**src/rtl/temporal_decoder_group.sv**
```systemverilog
// Records the first rising-edge arrival time of each spike line within a gamma cycle.
// A single-entry valid/ready buffer presents a snapshot of these times at every gamma boundary.
module temporal_decoder_group #(
  parameter int unsigned GAMMA_CYCLE_WIDTH = 16,
  parameter int unsigned WIDTH = 16,
  localparam int unsigned TW = $clog2(GAMMA_CYCLE_WIDTH)
) (
  input  logic                  aclk,
  input  logic                  grst,
  input  logic [WIDTH-1:0]      in,
  output logic [WIDTH*TW-1:0]   out_time,
  output logic [WIDTH-1:0]      out_fired,
  output logic                  out_valid,
  input  logic                  out_ready,
  output logic                  overrun,
  output logic                  gamma_last
);

  localparam logic [TW-1:0] LastCount = TW'(GAMMA_CYCLE_WIDTH - 1);

  logic [TW-1:0]         counter_q, counter_d;
  logic [WIDTH-1:0]      prev_in_q;
  logic [WIDTH-1:0]      rise;
  logic [WIDTH-1:0]      cap_fired_q, cap_fired_d, cap_fired_upd;
  logic [WIDTH*TW-1:0]   cap_time_q, cap_time_d, cap_time_upd;
  logic [WIDTH*TW-1:0]   snap_time;
  logic [WIDTH*TW-1:0]   out_time_q, out_time_d;
  logic [WIDTH-1:0]      out_fired_q, out_fired_d;
  logic                  out_valid_q, out_valid_d;
  logic                  overrun_q, overrun_d;

  assign gamma_last = (counter_q == LastCount);
  // Power-of-two cycle length, so the counter wraps on its own.
  assign counter_d  = counter_q + 1'b1;
  assign rise       = in & ~prev_in_q;

  always_comb begin
    cap_fired_upd = cap_fired_q;
    cap_time_upd  = cap_time_q;
    snap_time     = '0;
    for (int i = 0; i < int'(WIDTH); i++) begin
      if (rise[i] && !cap_fired_q[i]) begin
        cap_fired_upd[i]          = 1'b1;
        cap_time_upd[i*TW +: TW]  = counter_q;
      end
      // Lines with no edge report an all-ones time.
      snap_time[i*TW +: TW] = cap_fired_upd[i] ? cap_time_upd[i*TW +: TW] : '1;
    end
    cap_fired_d = gamma_last ? '0 : cap_fired_upd;
    cap_time_d  = gamma_last ? '0 : cap_time_upd;
  end

  always_comb begin
    out_time_d  = out_time_q;
    out_fired_d = out_fired_q;
    out_valid_d = out_valid_q;
    overrun_d   = overrun_q;
    if (gamma_last) begin
      if (!out_valid_q || out_ready) begin
        out_time_d  = snap_time;
        out_fired_d = cap_fired_upd;
        out_valid_d = 1'b1;
      end else begin
        overrun_d = 1'b1;
      end
    end else if (out_valid_q && out_ready) begin
      out_valid_d = 1'b0;
    end
  end

  always_ff @(posedge aclk) begin
    if (grst) begin
      counter_q   <= '0;
      prev_in_q   <= '0;
      cap_fired_q <= '0;
      cap_time_q  <= '0;
      out_time_q  <= '0;
      out_fired_q <= '0;
      out_valid_q <= 1'b0;
      overrun_q   <= 1'b0;
    end else begin
      counter_q   <= counter_d;
      prev_in_q   <= in;
      cap_fired_q <= cap_fired_d;
      cap_time_q  <= cap_time_d;
      out_time_q  <= out_time_d;
      out_fired_q <= out_fired_d;
      out_valid_q <= out_valid_d;
      overrun_q   <= overrun_d;
    end
  end

  assign out_time  = out_time_q;
  assign out_fired = out_fired_q;
  assign out_valid = out_valid_q;
  assign overrun   = overrun_q;

endmodule

```
**config.mk**
```make
export PLATFORM = sky130hd
export DESIGN_NAME = temporal_decoder_group
export DESIGN_NICKNAME = d
export VERILOG_FILES = /design/src/rtl/temporal_decoder_group.sv
export SDC_FILE = /design/constraint.sdc
export NUM_CORES = 1
export LEC_CHECK = 0
export BUFFER_PORTS_ARGS = -buffer_cell sky130_fd_sc_hd__buf_4
export CAP_MARGIN = 20
export CORE_MARGIN = 5
export CORE_UTILIZATION = 51
export DETAILED_ROUTE_END_ITERATION = 12
export PLACE_DENSITY = 0.75
export SETUP_SLACK_MARGIN = 0.02
export SLEW_MARGIN = 20
export SYNTH_ARGS = -nofsm -noshare
export SYNTH_HDL_FRONTEND = slang
export SYNTH_SLANG_ARGS = --single-unit
```
**constraint.sdc**
```tcl
create_clock -name aclk -period 1.2 [get_ports aclk]
set_input_delay 0.12 -clock aclk [delete_from_list [all_inputs] [get_ports aclk]]
set_output_delay 0.12 -clock aclk [all_outputs]
set_load 0.01 [all_outputs]
```
==> results.yml, run 1 <==
critical_path:
  required_ns: 1.53
  rrSetupSlack_ns: -0.31
  path_class: "register to register"
  path_max_fanout: 27
  rr_endpoint: "out_time[15]"
  worstSetupStartpointType: "register"
  critPathCaptureType: "register"
  r2r_cells: 6
  critPathArrivalTime_ns: 1.84
  r2r-start: "counter_q[1]"
logic_synthesis:
  synth_seq_cells: 182
  synth_cell_types: 24
  ys_warn_count: 0
  synth_fp_nets: 760
  netlist_area_um2: 7120
  synth_edf_count: 0
  syn_inst: 740
  synthXorXnorAreaFrac_pct: 0.246
  post_synth_main_area_contributors: "dfxtp_1 51%, mux2i_1 9.0%, a21oi_1 6.9%"
  synth-seq-area-share_pct: 51.1
  synthFlopType: "dfxtp_1"
  synth_top_area_cell: "dfxtp_1"
  yosys.area_share.simple_pct: 11.4
  synth_top_family_by_area: "compound AO/OA/AOI/OAI gates"
  netlist.area_leader.share_pct: 51.1
  avgSynthCellArea_um2: 9.63
  muxShareOfSynthArea_pct: 8.99
  synthAdderAreaFrac_pct: 0.176
  synth-async-reset-ratio_pct: 0
  synth_compound_area_share_pct: 18.7
floorplanning:
  io_pins: 102
  die_w_um: 128
  die_h_um: 128
  row_count: 43
  core_area_um2: 13800
  dieArea_um2: 16400
  start_util_pct: 51.7
layout:
  antenna_cells: 0
  fin_util_pct: 69.6
  fin_nets: 889
  final_cell_mix: "163 x dfxtp_1, 134 x buf_4, 92 x a21oi_1, 84 x nor2_1, 64 x mux2i_1"
  area_growth_pct: 34.5
  final_common_cell: "dfxtp_1"
  drive_gt1_share_pct: 30.5
drt:
  ant_nets: 0
  drt_iter0_drc: 480
  dr.pass1.iters: 5
  drcViolationCount: 0
  wire_per_inst_um: 18.8
  dr_total_vias: 6039
  routed_wl_um: 19900
  vias_per_cell: 5.69
timing:
  max_slew.worst_pin.slew_ns: 0.464
  fin_crit_ns: 1.51
  fin_ws_ns: -0.311
  relSlewSlack_pct: 69.1
  rsz0062_at_grt: "true"
  hold_viol: 0
  clock.fmax_mhz: 662
  skew_ns: 0.0131
  period_share_pct: 126
  slew_viol_final: 0
  fin_tns_setup_ns: -33.76
  setup_viol: 164
hold_path:
  min_to: "cap_fired_q[1]"
  min_from: "in[1]"
  whs_path_depth: 3
  hp-class: "input port to register"
clock_tree:
  worstSkewPairLatency_ns: 0.44
  clk_path_buf_depth: 2
  cts.sinks: 182
  path_clk_slew_ns: 0.07
  htree_levels: 4
  cts_tree: "built"
  cts_root_buf: "clkbuf_16"
  cts_buffers: 17
pwr:
  power.total_mw: 12.4
  max-vdd-ir-drop_v: 0.00103
  leakage_nw: 3.97
  powerDensity_nw_per_um2: 1300
global_routing:
  antenna_found_initial: 0
  gr-usage-all-layers_pct: 23.8
  grt_max_degree: 65
  grt_pass1_vias: 6168
  grt-ovfl-total: 0
  grt_pass1_wl_um: 31200
placed_design:
  dp_hpwl_um: 11600
  portBuffers: 101
  place.gp.congestion: 0.827
job:
  cap_violations: 0
run_status:
  violations: "negative setup slack"
  status: "finished with violations"
## layer usage
metal	GRT usage [%]	vias to the layer above	share of wire (%)
met4	10.3	0	2.9
li1	-	2837	-
met2	39.6	209	49
met1	29.2	2940	42
met3	5.83	53	6.1
met5	0	-	0
## worst max path at each step
stage / endpoint / slack (ns) / startpoint
after floorplan: out_time[30] / 0.006 / counter_q[1]
after global placement: out_fired[0] / -0.06 / counter_q[1]
after detailed placement: out_time[32] / -0.14 / counter_q[1]
after CTS: gamma_last / -0.25 / counter_q[0]
after global routing: out_time[15] / -0.34 / counter_q[0]
final: out_time[15] / -0.31 / counter_q[1]
## worst max-delay path: stages (launching register included)
cell and delay (ns):
dfxtp_4 0.36, ha_4 0.17, nand3_4 0.09, buf_4 0.21
nor2_4 0.07, buf_12 0.17, a311oi_2 0.32
## stage by stage
step                std cells  instance area [µm²]  setup WS [ns]  hold WS, ns
finish                   1061                 9580         -0.311       0.0130
global route             1061                 9580         -0.344       0.0201
CTS                      1051                 9310         -0.254      0.00727
detailed placement        990                 8280         -0.143        0.356
global placement          990                 8280        -0.0591        0.347
floorplan                 740                 7350        0.00593        0.248
## power breakdown
part	total, mW	internal, mW	switching [mW]
clock	5.02	2.69	2.33
combinational	1.12	0.546	0.573
sequential	6.27	6.19	0.0774
## state kept, by name (all words and copies together) (netlist names)
| register | count |
|---|---|
| cap_fired_q | 16 |
| out_valid | 1 |
| out_time | 64 |
| cap_time_q | 64 |
| out_fired | 16 |
| prev_in_q | 16 |
| counter_q | 4 |
| overrun | 1 |
## area by class of cell
type,instances,area (µm²)
Sequential cell,182,3670
Multi-Input combinational cell,433,3060
Clock buffer,20,447
Fill cell,1018,4190
Tap cell,180,225
Inverter,50,200
Clock inverter,11,80.1
Timing Repair Buffer,185,1900
## kinds of logic (layout without fill, tap and decap cells)
group | Yosys count | after routing
AO/OA/AOI/OAI | 210 | 210
XOR/XNOR | 2 | 2
adder cells (fa/ha/maj) | 1 | 1
buffers and inverters | 126 | 266
flip-flops | 182 | 182
multiplexers | 64 | 64
AND/OR/NAND/NOR | 155 | 156
## Yosys cell counts (2+ instances only)
cell / number
clkbuf_1: 35
a21oi_1: 98
a311oi_1: 32
nor2b_1: 17
a211oi_1: 16
o21ai_0: 32
or3b_2: 15
dfxtp_1: 182
buf_6: 20
nor2_1: 84
buf_2: 14
mux2i_1: 64
nand2b_1: 34
inv_1: 49
o2111ai_1: 32
xnor2_1: 2
buf_4: 7
## repair_timing
action / CTS / global route
endpoints found under the hold margin: 35 / 0
endpoints found under the setup margin: 160 / 164
pin swaps: 1 / 4
hold buffers: 17 / 0
cloned: 8 / 3
gates resized for setup: 27 / 37
buffers inserted: 5 / 7
Power figures use the tool's default switching activity.
==> run 2: changes to the inputs <==
--- a/config.mk
+++ b/config.mk
@@ -5,6 +5,7 @@
 export SDC_FILE = /design/constraint.sdc
 export NUM_CORES = 1
 export LEC_CHECK = 0
+export ABC_AREA = 1
 export BUFFER_PORTS_ARGS = -buffer_cell sky130_fd_sc_hd__buf_4
 export CAP_MARGIN = 20
 export CORE_MARGIN = 5
==> run 2 against run 1 <==
Net effect: the run still ends with negative setup slack left; register-to-register slack got worse by 0.05 ns; global-route usage decreased by 0.37 points; fmax fell by 3.1%; routed wire length rose by 15%; first-iteration DRC count up 38%; sequential share of layout area decreased by 3.8 points; clock skew fell by 0.0050 ns; utilization grew 6.5 points; combinational power grew 6%; sequential power hardly changed; clock power rose by 18%; synthesized area is 1.2% higher.
==> results.yml, run 2 <==
floorplanning:
  die_h_um: 129
  core_area_um2: 13900
  io_pins: 102
  row_count: 43
  start_util_pct: 51.9
  dieArea_um2: 16600
  die_w_um: 129
clock_tree:
  htree_levels: 4
  clk_path_buf_depth: 2
  cts_root_buf: "clkbuf_16"
  path_clk_slew_ns: 0.07
  cts.sinks: 182
  worstSkewPairLatency_ns: 0.43
  cts_buffers: 17
  cts_tree: "built"
pwr:
  combPwrFrac_pct: 8.9
  power.total_mw: 13.3
  switching_share_pct: 23.8
  leakage_nw: 5.07
  max-vdd-ir-drop_v: 0.000964
  p_int_mw: 10.2
  pwr-share-seq_pct: 46.8
  p_sw_mw: 3.17
  clkPwrFrac_pct: 44.3
  powerDensity_nw_per_um2: 1260
drt:
  wire_per_inst_um: 17.0
  drcViolationCount: 0
  dr.pass1.iters: 5
  drt_iter0_drc: 664
  ant_nets: 0
  dr_total_vias: 7265
  routed_wl_um: 22900
  vias_per_cell: 5.41
critical_path:
  critPathCaptureType: "register"
  critPathTopFamily: "buffers and inverters"
  required_ns: 1.56
  path_max_fanout: 5
  worst-path-buf-inv: 4
  cp_cell_sequence: "ha_4 -> nand3_4 -> buf_6 -> inv_4 -> buf_6 -> nand2_4 -> clkbuf_16 -> nand2_1 -> nand2_1 -> nor2_1"
  critPathArrivalTime_ns: 1.92
  cp_slowest_cell: "dfxtp_2"
  critPathMaxStageDelay_ns: 0.35
  path_class: "register to register"
  worstSetupStartpointType: "register"
logic_synthesis:
  netlist_area_um2: 7210
  yosysMostFrequentCell: "nand2_1"
  netlist.area_leader.share_pct: 50.5
  avgSynthCellArea_um2: 7.28
  synth_fp_nets: 1011
  synth_edf_count: 0
  synth_seq_cells: 182
  synth_commonest_cells: "279 x nand2_1, 182 x dfxtp_1, 165 x nor2_1"
  post_synth_main_area_contributors: "dfxtp_1 51%, nand2_1 15%, nor2_1 8.6%"
  syn_inst: 991
  synth-async-reset-ratio_pct: 0
  synthFlopType: "dfxtp_1"
  synth_top_area_cell: "dfxtp_1"
  synth_cell_types: 23
  synth-seq-area-share_pct: 50.5
  ys_warn_count: 0
timing:
  clock.fmax_mhz: 642
  skew_ns: 0.00816
  max_slew.worst_pin.slew_ns: 0.739
  holdWs_ns: 0.0439
  fin_ws_ns: -0.358
  fin_crit_ns: 1.56
  setup_viol: 161
  period_share_pct: 130
  hold_viol: 0
  rsz0062_at_grt: "true"
  slew_viol_final: 0
  relSlewSlack_pct: 50.2
layout:
  drive_gt1_share_pct: 33.6
  fin_nets: 1170
  final_cell_mix: "235 x nand2_1, 180 x dfxtp_1, 131 x inv_1, 114 x buf_4, 105 x nor2_1"
  final_common_cell: "nand2_1"
  area_growth_pct: 46.5
  nFillCells: 911
  antenna_cells: 0
placed_design:
  place.gp.congestion: 0.790
  portBuffers: 101
  dp_hpwl_um: 10700
run_status:
  violations: "negative setup slack"
  status: "finished with violations"
global_routing:
  grt_max_degree: 39
  grt_pass1_vias: 6436
  gr-usage-all-layers_pct: 23.4
  antenna_found_initial: 0
  grt-ovfl-total: 0
  grt_pass1_wl_um: 30900
job:
  cap_violations: 0
hold_path:
  hp-class: "input port to register"
-- run 2: cell types whose count changed after synthesis, moves of 17 or more --
cell,previous run,this run
a21oi_1,98,73
nand2_1,0,279
o2111ai_1,32,0
nor2_1,84,165
inv_1,49,132
nand4_1,0,64
nor2b_1,17,0
nand2b_1,34,0
clkbuf_1,35,3
mux2i_1,64,0
a311oi_1,32,0
-- run 2: stage by stage --
step / worst slack, ns / TNS (ns) / instances / util [%] / area (µm²)
after floorplan: -0.0407 / -1.60 / 991 / - / 7270
after global placement: -0.111 / -7.93 / 1263 / 59.9 / 8310
after detailed placement: -0.148 / -10.03 / 1263 / 59.9 / 8310
after CTS: -0.285 / -28.60 / 1334 / 70.7 / 9810
after global routing: -0.459 / -40.02 / 1342 / 76.1 / 10600
final: -0.358 / -29.66 / 1342 / 76.1 / 10600
-- run 2: worst paths after layout --
kind / start / end / slack (ns) / cells past startpoint
max: counter_q[1] / out_time[23] / -0.36 / 10
max reg2reg: counter_q[1] / out_time[23] / -0.36 / 10
min: out_ready / overrun / 0.04 / 4
min reg2reg: cap_time_q[14] / cap_time_q[14] / 0.47 / 2
-- run 2: repair_timing --
item,in CTS,in global routing
hold buffers,16,0
pin swaps,24,46
resized for setup,80,192
setup endpoints to repair,161,163
endpoints found under the hold margin,16,0
setup buffers,12,4
gates cloned,12,10
-- run 2: kinds of logic (layout without fill, tap and decap cells) --
family / count (synthesis) / after routing / share of synthesized area (%)
AO/OA/AOI/OAI: 98 / 98 / 7.27
XOR/XNOR: 2 / 2 / 0.243
adder cells (fa/ha/maj): 1 / 1 / 0.173
buffers and inverters: 169 / 337 / 10.3
flip-flops: 182 / 182 / 50.5
AND/OR/NAND/NOR: 539 / 542 / 31.5
-- run 2: power groups by stage --
stage               sequential (mW)  clock (mW)  combinational [mW]
floorplan                      6.35           0               0.518
global placement               6.36           0               0.759
detailed placement             6.36           0               0.770
CTS                            6.23        5.89                1.03
global route                   6.24        6.20                1.26
finish                         6.24        5.90                1.19
-- run 2: routing by layer --
layer | up-vias | share of wire (%) | global-route usage [%]
li1 | 3425 | - | -
met1 | 3448 | 39 | 28.8
met2 | 323 | 51 | 40.0
met3 | 69 | 7.3 | 5.65
met4 | 0 | 2.8 | 8.40
met5 | - | 0 | 0
-- run 2: worst min-delay path, stage by stage --
cell and delay, ns:
buf_4 0.09, nor2_2 0.04, a21oi_1 0.13, nor2_1 0.05
-- run 2: final cells by class --
cell class / count / area (µm²) / share of cell area, %
Clock buffer: 21 / 460 / 4.36
Clock inverter: 10 / 153 / 1.44
Inverter: 133 / 502 / 4.75
Multi-Input combinational cell: 643 / 3770 / 35.7
Sequential cell: 182 / 3650 / 34.5
Tap cell: 180 / 225 / 2.13
Timing Repair Buffer: 173 / 1810 / 17.1
==> run 3: changes to the inputs <==
--- a/config.mk
+++ b/config.mk
@@ -8,9 +8,10 @@
 export ABC_AREA = 1
 export BUFFER_PORTS_ARGS = -buffer_cell sky130_fd_sc_hd__buf_4
 export CAP_MARGIN = 20
-export CORE_MARGIN = 5
+export CORE_MARGIN = 1.5
 export CORE_UTILIZATION = 51
 export DETAILED_ROUTE_END_ITERATION = 12
+export GPL_TIMING_DRIVEN = 0
 export PLACE_DENSITY = 0.75
 export SETUP_SLACK_MARGIN = 0.02
 export SLEW_MARGIN = 20
==> run 3 against run 2 <==
Net effect: the run still ends with negative setup slack left; sequential power about the same; global-route usage up 0.72 points; utilization down 8.9 points; final cell count down 0.97%; fmax up 8.8%; routed wire length down 25%; critical endpoint is now gamma_last; highest routed layer unchanged.
==> results.yml, run 3 (synthesis results as in run 2) <==
global_routing:
  gr-usage-all-layers_pct: 24.1
  grt_pass1_vias: 6001
  grt_pass1_wl_um: 27800
  grt_max_degree: 17
  grt-ovfl-total: 0
  antenna_found_initial: 0
timing:
  holdWs_ns: 0.0390
  hold_viol: 0
  clock.fmax_mhz: 698
  max_slew.worst_pin.slew_ns: 0.832
  fin_tns_setup_ns: -25.54
  rsz0062_at_grt: "true"
  slew_viol_final: 0
  fin_crit_ns: 1.43
  skew_ns: 0.00857
  period_share_pct: 119
  relSlewSlack_pct: 44.5
  fin_ws_ns: -0.232
  setup_viol: 161
job:
  cap_violations: 0
floorplanning:
  die_w_um: 122
  dieArea_um2: 14900
  row_count: 43
  start_util_pct: 52.1
  die_h_um: 122
  io_pins: 102
  core_area_um2: 13800
pwr:
  power.total_mw: 12.7
  clkPwrFrac_pct: 44.3
  leakage_nw: 4.80
  pwr-share-seq_pct: 48.9
  combPwrFrac_pct: 6.7
  powerDensity_nw_per_um2: 1370
  p_int_mw: 9.82
  p_sw_mw: 2.91
  max-vdd-ir-drop_v: 0.000941
  switching_share_pct: 22.8
critical_path:
  r2r_cells: 9
  worstSetupStartpointType: "register"
  critPathArrivalTime_ns: 1.31
  path_class: "register to output port"
  path_max_fanout: 4
  critPathCaptureType: "output port"
  required_ns: 1.08
clock_tree:
  path_clk_slew_ns: 0.07
  cts_buffers: 17
  clk_path_buf_depth: 2
  worstSkewPairLatency_ns: 0.43
  cts_tree: "built"
  cts.sinks: 182
  cts_root_buf: "clkbuf_16"
  htree_levels: 4
layout:
  stdcell_count: 1329
  fin_nets: 1158
  final_cell_mix: "273 x nand2_1, 179 x dfxtp_1, 155 x nor2_1, 131 x inv_1, 110 x buf_4"
  final_common_cell: "nand2_1"
  antenna_cells: 0
  area_growth_pct: 28.9
  fin_util_pct: 67.2
  drive_gt1_share_pct: 19.3
drt:
  wire_per_inst_um: 12.9
  drt_iter0_drc: 374
  ant_nets: 0
  dr.pass1.iters: 4
  dr_total_vias: 6430
  routed_wl_um: 17100
  vias_per_cell: 4.84
  drcViolationCount: 0
placed_design:
  dp_hpwl_um: 11300
  dp_cells: 1272
  place.gp.congestion: 0.800
  portBuffers: 101
hold_path:
  hp-class: "input port to register"
  whs_path_depth: 4
run_status:
  status: "finished with violations"
  violations: "negative setup slack"
-- run 3: cell count changes in the layout (fill, tap and decap cells not counted), moves of 6 or more --
cell	change
nor2_2	-24
nand2_2	-24
buf_16	-7
nand2_1	+38
buf_12	-7
nand2_8	-7
nand2_4	-10
a21oi_2	-61
buf_6	-7
a21oi_1	+65
clkbuf_16	-6
buf_2	+18
nor2_1	+50
nor2_4	-26
-- run 3: layout make-up --
type	count	area, µm²
sequential	182	3650
clock inverter	8	124
fill	1225	4530
timing repair buffer	128	1060
buffer	36	287
inverter	133	502
tap	180	225
multi-input combinational	640	2980
clock buffer	22	464
-- run 3: power groups by stage --
| stage | Sequential, mW | Clock, mW | Combinational [mW] |
|---|---|---|---|
| global route | 6.24 | 5.96 | 0.962 |
| global placement | 6.36 | 0 | 0.747 |
| floorplan | 6.35 | 0 | 0.518 |
| CTS | 6.23 | 5.67 | 0.839 |
| detailed placement | 6.36 | 0 | 0.763 |
| finish | 6.23 | 5.64 | 0.858 |
-- run 3: timing repair --
| action | in CTS | in global routing |
|---|---|---|
| hold buffers | 16 | 0 |
| pin swaps | 7 | 7 |
| setup buffers | 10 | 0 |
| endpoints found under the setup margin | 162 | 162 |
| resized for setup | 29 | 16 |
| cloned | 1 | 0 |
| endpoints found under the hold margin | 16 | 0 |
-- run 3: final timing paths --
check	startpoint	to	slack, ns
hold reg to reg	cap_time_q[2]	cap_time_q[2]	0.47
setup reg to reg	counter_q[0]	out_time[44]	-0.20
setup / recovery	counter_q[0]	gamma_last	-0.23
hold / removal	out_ready	overrun	0.04
-- run 3: metal layers --
metal | share of wire, % | vias up | track usage, %
met3 | 5.9 | 23 | 6.32
met5 | 0 | - | 0
met1 | 45 | 2864 | 29.9
li1 | - | 3382 | -
met2 | 48 | 161 | 40.6
met4 | 1.7 | 0 | 8.46
-- run 3: critical path, cell delays in order, from the launching register on --
cell	delay, ns
dfxtp_2	0.35
ha_4	0.16
nand3_4	0.11
inv_4	0.13
buf_4	0.13
-- run 3: through the flow --
step	setup WS (ns)	area, µm²
floorplan	-0.0407	7270
global placement	-0.287	8250
detailed placement	-0.303	8250
CTS	-0.174	9230
global route	-0.285	9290
finish	-0.232	9290
